[src/rtl/router_pkg.sv]
`default_nettype none
`timescale 1ns/1ps
// +-------------------------------------------------------------------------+
// | router_pkg : shared constants, tx FSM states and FIFO entry tag layout  |
// | Revision   : 1.0                                                        |
// +-------------------------------------------------------------------------+
package router_pkg;

  localparam int NUM_PORTS   = 16;
  localparam int ADDR_W      = 4;
  localparam int DEFAULT_PAD = 5;

  typedef enum logic [2:0] {
    IDLE      = 3'd0,
    WAIT_PORT = 3'd1,
    ADDR      = 3'd2,
    PAD       = 3'd3,
    DATA      = 3'd4,
    STALL     = 3'd5,
    DONE      = 3'd6
  } tx_state_e;

  // Upper part of a FIFO entry; the payload word is appended below it.
  typedef struct packed {
    logic [ADDR_W-1:0] addr;
    logic              last;
  } tx_tag_t;

  localparam int TAG_W = $bits(tx_tag_t);

endpackage
`default_nettype wire

[src/rtl/router_tx_fifo.sv]
`default_nettype none
`timescale 1ns/1ps
// +-------------------------------------------------------------------------+
// | router_tx_fifo : synchronous FIFO, wrap-bit pointers, show-ahead head   |
// | Revision       : 1.0                                                    |
// +-------------------------------------------------------------------------+
module router_tx_fifo #(
  parameter int WIDTH = 13,
  parameter int DEPTH = 8
) (
  input  logic                     clock,
  input  logic                     reset,
  input  logic                     push,
  input  logic                     pop,
  input  logic [WIDTH-1:0]         wdata,
  output logic [WIDTH-1:0]         rdata,
  output logic                     full,
  output logic                     empty,
  output logic [$clog2(DEPTH):0]   level
);

  localparam int PTR_W = $clog2(DEPTH);

  logic [WIDTH-1:0] mem_q [DEPTH];
  logic [PTR_W:0]   wr_ptr_q;
  logic [PTR_W:0]   rd_ptr_q;

  assign empty = (wr_ptr_q == rd_ptr_q);
  assign full  = (wr_ptr_q[PTR_W] != rd_ptr_q[PTR_W]) &&
                 (wr_ptr_q[PTR_W-1:0] == rd_ptr_q[PTR_W-1:0]);
  assign level = wr_ptr_q - rd_ptr_q;
  assign rdata = mem_q[rd_ptr_q[PTR_W-1:0]];

  always_ff @(posedge clock) begin
    if (push && !full) begin
      mem_q[wr_ptr_q[PTR_W-1:0]] <= wdata;
    end
  end

  always_ff @(posedge clock) begin
    if (reset) begin
      wr_ptr_q <= '0;
      rd_ptr_q <= '0;
    end else begin
      if (push && !full) wr_ptr_q <= wr_ptr_q + (PTR_W+1)'(1);
      if (pop && !empty) rd_ptr_q <= rd_ptr_q + (PTR_W+1)'(1);
    end
  end

endmodule
`default_nettype wire

[src/rtl/router_port_tx.sv]
`default_nettype none
`timescale 1ns/1ps
// +-------------------------------------------------------------------------+
// | router_port_tx : byte stream -> router bit-serial din/valid_n/frame_n    |
// | Option         : ROUTER_TX_STATS_EN enables pkt_count/byte_count        |
// | Revision       : 1.0                                                    |
// +-------------------------------------------------------------------------+
module router_port_tx
  import router_pkg::*;
#(
  parameter int FIFO_DEPTH = 8,
  parameter int PAD_CYCLES = DEFAULT_PAD,
  parameter int DATA_W     = 8
) (
  input  logic                 clock,
  input  logic                 reset,
  input  logic                 s_valid,
  output logic                 s_ready,
  input  logic [DATA_W-1:0]    s_data,
  input  logic                 s_last,
  input  logic [ADDR_W-1:0]    s_addr,
  input  logic [NUM_PORTS-1:0] dst_busy_n,
  output logic                 din,
  output logic                 valid_n,
  output logic                 frame_n,
  output logic                 tx_active,
  output logic                 pkt_done,
  output logic [15:0]          pkt_count,
  output logic [15:0]          byte_count
);

  localparam int ENTRY_W  = TAG_W + DATA_W;
  localparam int LVL_W    = $clog2(FIFO_DEPTH) + 1;
  localparam int CNT_MAX0 = (PAD_CYCLES > DATA_W) ? PAD_CYCLES : DATA_W;
  localparam int CNT_MAX  = (CNT_MAX0 > ADDR_W) ? CNT_MAX0 : ADDR_W;
  localparam int CNT_W    = $clog2(CNT_MAX);
  localparam logic [CNT_W-1:0] ADDR_LAST = CNT_W'(ADDR_W - 1);
  localparam logic [CNT_W-1:0] PAD_LAST  = CNT_W'(PAD_CYCLES - 1);
  localparam logic [CNT_W-1:0] DATA_LAST = CNT_W'(DATA_W - 1);

  logic               w_push;
  logic               w_pop;
  logic               w_full;
  logic               w_empty;
  logic [LVL_W-1:0]   w_level;
  logic [ENTRY_W-1:0] w_wdata;
  logic [ENTRY_W-1:0] w_rdata;
  tx_tag_t            w_head_tag;
  logic [DATA_W-1:0]  w_head_data;
  logic [DATA_W-1:0]  w_data_sh;
  logic               w_more;

  tx_state_e          state_q;
  logic [CNT_W-1:0]   cnt_q;
  logic [ADDR_W-1:0]  addr_sh_q;
  logic               din_q;
  logic               valid_n_q;
  logic               frame_n_q;
  logic               tx_active_q;
  logic               pkt_done_q;

  assign s_ready     = !w_full;
  assign w_push      = s_valid && !w_full;
  assign w_wdata     = {s_addr, s_last, s_data};
  assign w_head_tag  = w_rdata[ENTRY_W-1 -: TAG_W];
  assign w_head_data = w_rdata[DATA_W-1:0];
  assign w_data_sh   = w_head_data >> cnt_q;
  assign w_pop       = (state_q == DATA) && (cnt_q == DATA_LAST);
  // Another entry is available right after the current one retires.
  assign w_more      = (w_level > LVL_W'(1)) || w_push;

  router_tx_fifo #(
    .WIDTH (ENTRY_W),
    .DEPTH (FIFO_DEPTH)
  ) u_fifo (
    .clock (clock),
    .reset (reset),
    .push  (w_push),
    .pop   (w_pop),
    .wdata (w_wdata),
    .rdata (w_rdata),
    .full  (w_full),
    .empty (w_empty),
    .level (w_level)
  );

  // Serial outputs default to idle each cycle; each state overrides what it drives.
  always_ff @(posedge clock) begin
    if (reset) begin
      state_q     <= IDLE;
      cnt_q       <= '0;
      addr_sh_q   <= '0;
      din_q       <= 1'b0;
      valid_n_q   <= 1'b1;
      frame_n_q   <= 1'b1;
      tx_active_q <= 1'b0;
      pkt_done_q  <= 1'b0;
    end else begin
      din_q       <= 1'b0;
      valid_n_q   <= 1'b1;
      frame_n_q   <= 1'b1;
      tx_active_q <= 1'b0;
      pkt_done_q  <= 1'b0;
      unique case (state_q)
        IDLE: begin
          if (!w_empty) state_q <= WAIT_PORT;
        end
        WAIT_PORT: begin
          addr_sh_q <= w_head_tag.addr;
          if (dst_busy_n[w_head_tag.addr]) begin
            cnt_q   <= '0;
            state_q <= ADDR;
          end
        end
        ADDR: begin
          din_q       <= addr_sh_q[0];
          frame_n_q   <= 1'b0;
          tx_active_q <= 1'b1;
          addr_sh_q   <= addr_sh_q >> 1;
          if (cnt_q == ADDR_LAST) begin
            cnt_q   <= '0;
            state_q <= PAD;
          end else begin
            cnt_q <= cnt_q + CNT_W'(1);
          end
        end
        PAD: begin
          din_q       <= 1'b1;
          frame_n_q   <= 1'b0;
          tx_active_q <= 1'b1;
          if (cnt_q == PAD_LAST) begin
            cnt_q   <= '0;
            state_q <= DATA;
          end else begin
            cnt_q <= cnt_q + CNT_W'(1);
          end
        end
        DATA: begin
          din_q       <= w_data_sh[0];
          valid_n_q   <= 1'b0;
          frame_n_q   <= 1'b0;
          tx_active_q <= 1'b1;
          if (cnt_q == DATA_LAST) begin
            cnt_q <= '0;
            if (w_head_tag.last) begin
              frame_n_q <= 1'b1;
              state_q   <= DONE;
            end else if (!w_more) begin
              state_q <= STALL;
            end
          end else begin
            cnt_q <= cnt_q + CNT_W'(1);
          end
        end
        STALL: begin
          din_q       <= 1'b1;
          frame_n_q   <= 1'b0;
          tx_active_q <= 1'b1;
          if (!w_empty) state_q <= DATA;
        end
        DONE: begin
          pkt_done_q <= 1'b1;
          state_q    <= IDLE;
        end
        default: state_q <= IDLE;
      endcase
    end
  end

  assign din       = din_q;
  assign valid_n   = valid_n_q;
  assign frame_n   = frame_n_q;
  assign tx_active = tx_active_q;
  assign pkt_done  = pkt_done_q;

`ifdef ROUTER_TX_STATS_EN
  logic [15:0] pkt_count_q;
  logic [15:0] byte_count_q;

  always_ff @(posedge clock) begin
    if (reset) begin
      pkt_count_q  <= '0;
      byte_count_q <= '0;
    end else begin
      if (state_q == DONE) pkt_count_q <= pkt_count_q + 16'd1;
      if (w_pop) byte_count_q <= byte_count_q + 16'd1;
    end
  end

  assign pkt_count  = pkt_count_q;
  assign byte_count = byte_count_q;
`else
  assign pkt_count  = '0;
  assign byte_count = '0;
`endif

endmodule
`default_nettype wire

[config.mk]
export PLATFORM = sky130hd
export DESIGN_NAME = router_port_tx
export DESIGN_NICKNAME = d
export VERILOG_FILES = /design/src/rtl/router_pkg.sv /design/src/rtl/router_tx_fifo.sv /design/src/rtl/router_port_tx.sv
export SDC_FILE = /design/constraint.sdc
export NUM_CORES = 1
export LEC_CHECK = 0
export CORE_MARGIN = 2
export CORE_UTILIZATION = 60
export DETAILED_ROUTE_END_ITERATION = 8
export GPL_TIMING_DRIVEN = 1
export HOLD_SLACK_MARGIN = 0.05
export MAX_ROUTING_LAYER = met4
export PLACE_DENSITY_LB_ADDON = 0.25
export SLEW_MARGIN = 25
export SYNTH_ARGS = -nofsm -noshare
export SYNTH_HDL_FRONTEND = slang
export SYNTH_SLANG_ARGS = --single-unit
[constraint.sdc]
create_clock -name clock -period 3.9 [get_ports clock]
set_input_delay 0.585 -clock clock [delete_from_list [all_inputs] [get_ports clock]]
set_output_delay 0.585 -clock clock [all_outputs]
set_load 0.05 [all_outputs]
Yosys cells after proc, flatten, opt, wreduce, memory -nomap -nowiden
Memories as Yosys holds them, arrays and structs flattened. A register that Yosys moved wholly into a read port is not among the register bits. Cells that the tools add are included.

$add $sub $neg: 4. Magnitude comparators: 2. Eq/ne operators: 19. Shift operators: 1. Multiplexer cells: 28. Reduce and logical (&&, ||, !) cells: 16.

Operators with widths (count): $mux 3 (14); $pmux 3 s6 (1); $eq 3x3->1 const B (5); $pmux 3 s4 (1); $ne 2x2->1 const B (5); $eq 3x2->1 const B (3); $add 4x1->4 const B (2); $mux 1 (8); $pmux 4 s2 (1); $shr 8x3->1 (1); $reduce_and 7->1 (1); $logic_and 1x1->1 (5); $lt 4x5->1 const B (1); $bmux 1 s4 (1); $eq 4x4->1 (1); $gt 4x1->1 const B (1); $reduce_bool 4->1 (1); $reduce_or 4->1 (1); $sub 4x4->4 (1); $add 3x1->3 const B (1); $eq 3x1->1 const B (1); $eq 3x3->1 (1); $logic_not 3->1 (1); $ne 3x2->1 const B (1); 10 further kinds (11).

Register bits after elaboration: 23. Memory bits (writable): 104. Output and inout port bits: 38. Memories: 1.

Memories: u_fifo.mem_q (depth 8, width 13, read ports 1, clocked after memory_dff 1, wr ports 1, line router_tx_fifo.sv:24) `logic [WIDTH-1:0] mem_q [DEPTH];`.

Logic depth before layout (Yosys ltp)
Depth after elaboration: 9. Depth in mapped cells: 10. Depth with buffers taken out: 9.

Cells and area by module
A second synthesis with hierarchy kept.

Cells, all modules: 369. Area, all modules: 5916.9 µm².

By module, submodules not included: router_tx_fifo (instances 1, cells each 223, area an instance 4616.9 µm², seq. area each 3343.2 µm²); router_port_tx (instances 1, cells each 146, area an instance 1300.0 µm², seq. area each 300.3 µm²).

Worst setup path before layout
Ideal clock, no wire load.

Kind: flip-flop to flip-flop. From: register u_fifo.rd_ptr_q[1]. To: memory u_fifo.mem_q[0][0] (enable). Arrival time: 2.525 ns. Required time: 3.500 ns. Setup slack: 0.976 ns. Stages on the path, launching flop included: 7. Path buffers: 0. Period minus slack after synthesis: 2.924 ns. Cell sequence: dfxtp_1 inv_1 ha_1 nand4b_1 and2_1 nand2_1 nor3_1.

Word-level cells in the longest chain between the ends: 7.

Ends and longest elaborated chain: start: declaration (line router_tx_fifo.sv:26) `logic [PTR_W:0] rd_ptr_q;`; start signal: assignment (line router_tx_fifo.sv:46) `if (pop && !empty) rd_ptr_q <= rd_ptr_q + (PTR_W+1)'(1);`; $eq 3x3->1 * (line router_tx_fifo.sv:30) `(wr_ptr_q[PTR_W-1:0] == rd_ptr_q[PTR_W-1:0]);`; $logic_and 1x1->1 * (line router_tx_fifo.sv:29) `assign full = (wr_ptr_q[PTR_W] != rd_ptr_q[PTR_W]) &&`; $logic_not 1->1 *; named net s_ready (line router_port_tx.sv:18) `output logic s_ready,`; $logic_and 1x1->1 (line router_port_tx.sv:63) `assign w_push = s_valid && !w_full;`; $logic_and 1x1->1 * (line router_tx_fifo.sv:35) `if (push && !full) begin`; $mux 1 * (line router_tx_fifo.sv:35); $mux 1 (not written as such) * (line router_tx_fifo.sv:36) `mem_q[wr_ptr_q[PTR_W-1:0]] <= wdata;`; end: declaration (line router_tx_fifo.sv:24).

The timed path passes the listed nets; every way through them passes the cells marked *.

==> implementation parameters <==
Parameter                              Value

Status
  Outcome ... completed

Clock tree
  Clock latency of the later-clocked register in the worst-skew pair ... 0.51 ns
  Count of hold-fix buffers inserted at cts ... 0
  CTS clk-pin slew, worst paths ... 0.06 ns
  TritonCTS clock tree ... built
  # clock sinks ... 130
  Maximum clock insertion buffer count ... 2
  Max H-tree Level ... 4
  Post-CTS resize count ... 0
  Number of buffers inserted during clock tree synthesis ... 17
  Number of buffers inserted by post-CTS setup repair ... 0
  Root cell of the clock tree ... sky130_fd_sc_hd__clkbuf_8

STA
  Final worst path period share ... 0.7802
  Final setup viols ... 0
  Total count of hold-check failures in the final report ... 0
  Relative slew slack ... 0.4283
  Sum Neg Setup Slack ... 0 ns
  Setup Skew ... 0.005945 ns
  Crit path time final ... 3.043 ns
  Final number of max-transition violations ... 0
  Least-Margin Pin Slew ... 0.8549 ns
  Unrepaired setup endpoints after global routing ... false
  Fmax ... 328.6 MHz

Logic synthesis
  Top cell types by occurrence after synthesis ... sky130_fd_sc_hd__edfxtp_1, sky130_fd_sc_hd__buf_4, sky130_fd_sc_hd__nor2_1, sky130_fd_sc_hd__mux4_2, sky130_fd_sc_hd__dfxtp_1
  Most common cell in the netlist ... sky130_fd_sc_hd__edfxtp_1
  Sequential cell area fraction in the yosys report ... 0.6332
  Synth area leader ... sky130_fd_sc_hd__edfxtp_1
  Area share of the largest cell type after synthesis ... 0.5427
  Synth Cell Area ... 0.005754 mm²
  Mapped Cells ... 375
  Cells taking the most area after synthesis ... sky130_fd_sc_hd__edfxtp_1, sky130_fd_sc_hd__mux4_2, sky130_fd_sc_hd__dfxtp_1, sky130_fd_sc_hd__buf_4, sky130_fd_sc_hd__mux2i_1
  Number of unique standard cell types used by synthesis ... 46
  Number of synthesized flops with an enable pin ... 104
  Seq cells post-synth ... 130
  Total of warnings raised by yosys ... 0
  Flip-flop cell with the highest count after synthesis ... sky130_fd_sc_hd__edfxtp_1
  Fraction of registers with async set or reset after synthesis ... 0
  Avg Synthesized Cell Area ... 15.34 µm²

Worst setup path
  Required time of the critical path ... 4.31 ns
  Category of the worst setup path launch point ... flip-flop
  Critical path type ... reg -> reg
  Data arrival time at the worst-slack endpoint ... 3.46 ns
  Capturing element type of the critical path ... flip-flop
  Cell count of the worst reg-to-reg path ... 8
  Largest fanout of any net on the critical path ... 10

GRT
  First-pass GRT wire length ... 16510 µm
  Busiest metal layer after global routing ... met2
  Met3 usage in global routing ... 0.07114
  Aggregate global-route resource usage ... 0.2307
  Maximum number of pins on one net before global-route repair ... 25
  Number of global-route vias before repair ... 3113
  Initial antenna violation count ... 0
  Routing usage on met1 ... 0.2718
  Total gr overflow ... 0
  Met2 track utilization from global routing ... 0.3755

Floorplan
  Starting density of the core ... 0.6198
  Core area ... 0.009284 mm²
  X dimension of the die ... 101.9 µm
  Overall die height ... 101.9 µm
  Die outline area ... 0.01039 mm²
  Top-level port count ... 70
  Rows ... 35

Power and ir drop
  Power per unit of standard cell area ... 541.3 mW/mm²
  Cell Int Power ... 0.002750 W
  Maximum vdd drop ... 0.0004390 V
  Leakage power summed over all cells ... 2.349 nW
  Sw Pwr ... 0.0009254 W
  Power share of the clock group ... 0.438
  Proportion of power drawn by flip-flops and latches ... 0.439
  Combinational power share ... 0.123
  Total chip power ... 0.003675 W
  Net Sw Frac ... 0.2518

Finish
  Proportion of layout cells with a drive suffix above 1 ... 0.1959
  Antenna cells ... 0
  Fin nets ... 469
  Syn-to-layout area delta ... 18.00%

Drt
  Antenna violation net count after detailed routing ... 0
  Count of vias placed by the detailed router ... 3136
  Routed length per placed instance ... 18.72 µm
  Total Wirelength ... 10630 µm
  Avg Vias per Cell ... 5.521
  DRC violation count after routing ... 0
  Iteration-0 DRC Markers ... 172
  Detailed Routing Iterations Pass 1 ... 4

Min path
  Type of the most critical hold path ... reg -> reg
  Cell depth of the worst min-delay path ... 2

Placed design
  Gpl congestion ... 0.8728
  Number of buffers added on ports ... 37
  Post-detailed-placement half-perimeter wirelength ... 6759 µm

Flow run
  # Max-Cap Violations ... 0
-- worst max-delay path, stage by stage, from the launching register on --
cell and delay (ns):
sky130_fd_sc_hd__dfxtp_1 0.62, sky130_fd_sc_hd__buf_4 0.26, sky130_fd_sc_hd__mux2_2 0.35, sky130_fd_sc_hd__mux4_2 0.49, sky130_fd_sc_hd__a21oi_1 0.15, sky130_fd_sc_hd__o211ai_1 0.10, sky130_fd_sc_hd__and3_1 0.23, sky130_fd_sc_hd__a2111o_1 0.47
sky130_fd_sc_hd__a221oi_2 0.27
-- per-layer routing --
layer / share of wire / vias up / wire length [µm]
li1: - / 1458 / -
met1: 0.41 / 1541 / 4335
met2: 0.50 / 114 / 5353
met3: 0.064 / 23 / 683
met4: 0.025 / 0 / 261
met5: 0 / - / 0
-- final cells by class --
type | instances | area [µm²]
sequential | 130 | 3645
fill | 620 | 2494
multi-input combinational | 216 | 1864
timing repair buffer | 49 | 460.4
clock buffer | 19 | 441.7
clock inverter | 13 | 172.7
tap | 129 | 161.4
inverter | 12 | 45.04
-- through the flow --
step	std cells	cell area, µm²	util	hold slack (ns)	setup WS, ns
after CTS	568	6790	0.7314	0.5054	0.8576
after detailed placement	536	6176	0.6652	0.4970	0.9082
after floorplan	406	5871	-	0.4658	0.9759
after global placement	536	6176	0.6652	0.4814	0.9355
after global routing	568	6790	0.7314	0.5325	0.6883
final	568	6790	0.7314	0.5010	0.8572
-- kinds of logic (layout without fill, tap and decap cells) --
group	after synthesis	count (layout)	share of synthesized area
xor gates and xnor gates	8	8	0.01218
DFF	130	130	0.6332
AOI/OAI and AO/OA	32	32	0.03849
muxes	56	56	0.1644
and+or+nand+nor	77	77	0.06110
adders and majority gates	11	11	0.02522
buffers and inverters	60	93	0.06480
other	1	32	0.0006517
-- flip-flops by register name, summed over array words and instances, names as in the netlist, named ones only --
register and cells:
addr_sh_q 4, cnt_q 3, din 1, frame_n 1, pkt_done 1, state_q 3
tx_active 1, u_fifo.mem_q 104, u_fifo.rd_ptr_q 4, u_fifo.wr_ptr_q 4, valid_n 1
-- power by group through the flow --
stage	Sequential (W)	Clock, W	Combinational (W)
2_1_floorplan	0.00163	0	0.000363
3_3_place_gp	0.00164	0	0.000436
3_5_place_dp	0.00164	0	0.000445
4_1_cts	0.00161	0.00164	0.000452
5_1_grt	0.00162	0.00171	0.000494
6_report	0.00161	0.00161	0.000451
-- worst paths after layout --
| kind | from | to | slack [ns] |
|---|---|---|---|
| max reg2reg | flip-flop | state_q[1]$_SDFFE_PP0P_ | 0.86 |
| max | flip-flop | state_q[1]$_SDFFE_PP0P_ | 0.86 |
| min reg2reg | u_fifo.wr_ptr_q[0]$_SDFFE_PP0P_ | u_fifo.wr_ptr_q[0]$_SDFFE_PP0P_ | 0.50 |
| min | u_fifo.wr_ptr_q[0]$_SDFFE_PP0P_ | u_fifo.wr_ptr_q[0]$_SDFFE_PP0P_ | 0.50 |
-- placed cells by master (no fill, tap or decap), drive strengths merged, types with 3 or more instances in the layout --
cell type / n
mux2i: 19
xnor2: 4
conb: 32
a221oi: 3
clkbuf: 19
nand2b: 4
a21oi: 10
inv: 17
dfxtp: 26
mux4: 29
nor2: 33
mux2: 8
nor3: 4
clkdlybuf4s50: 37
o21ai: 5
nand2: 21
bufinv: 3
ha: 10
clkinvlp: 3
and3: 3
xor2: 4
edfxtp: 104
buf: 12
Power figures use the tool's default switching activity.
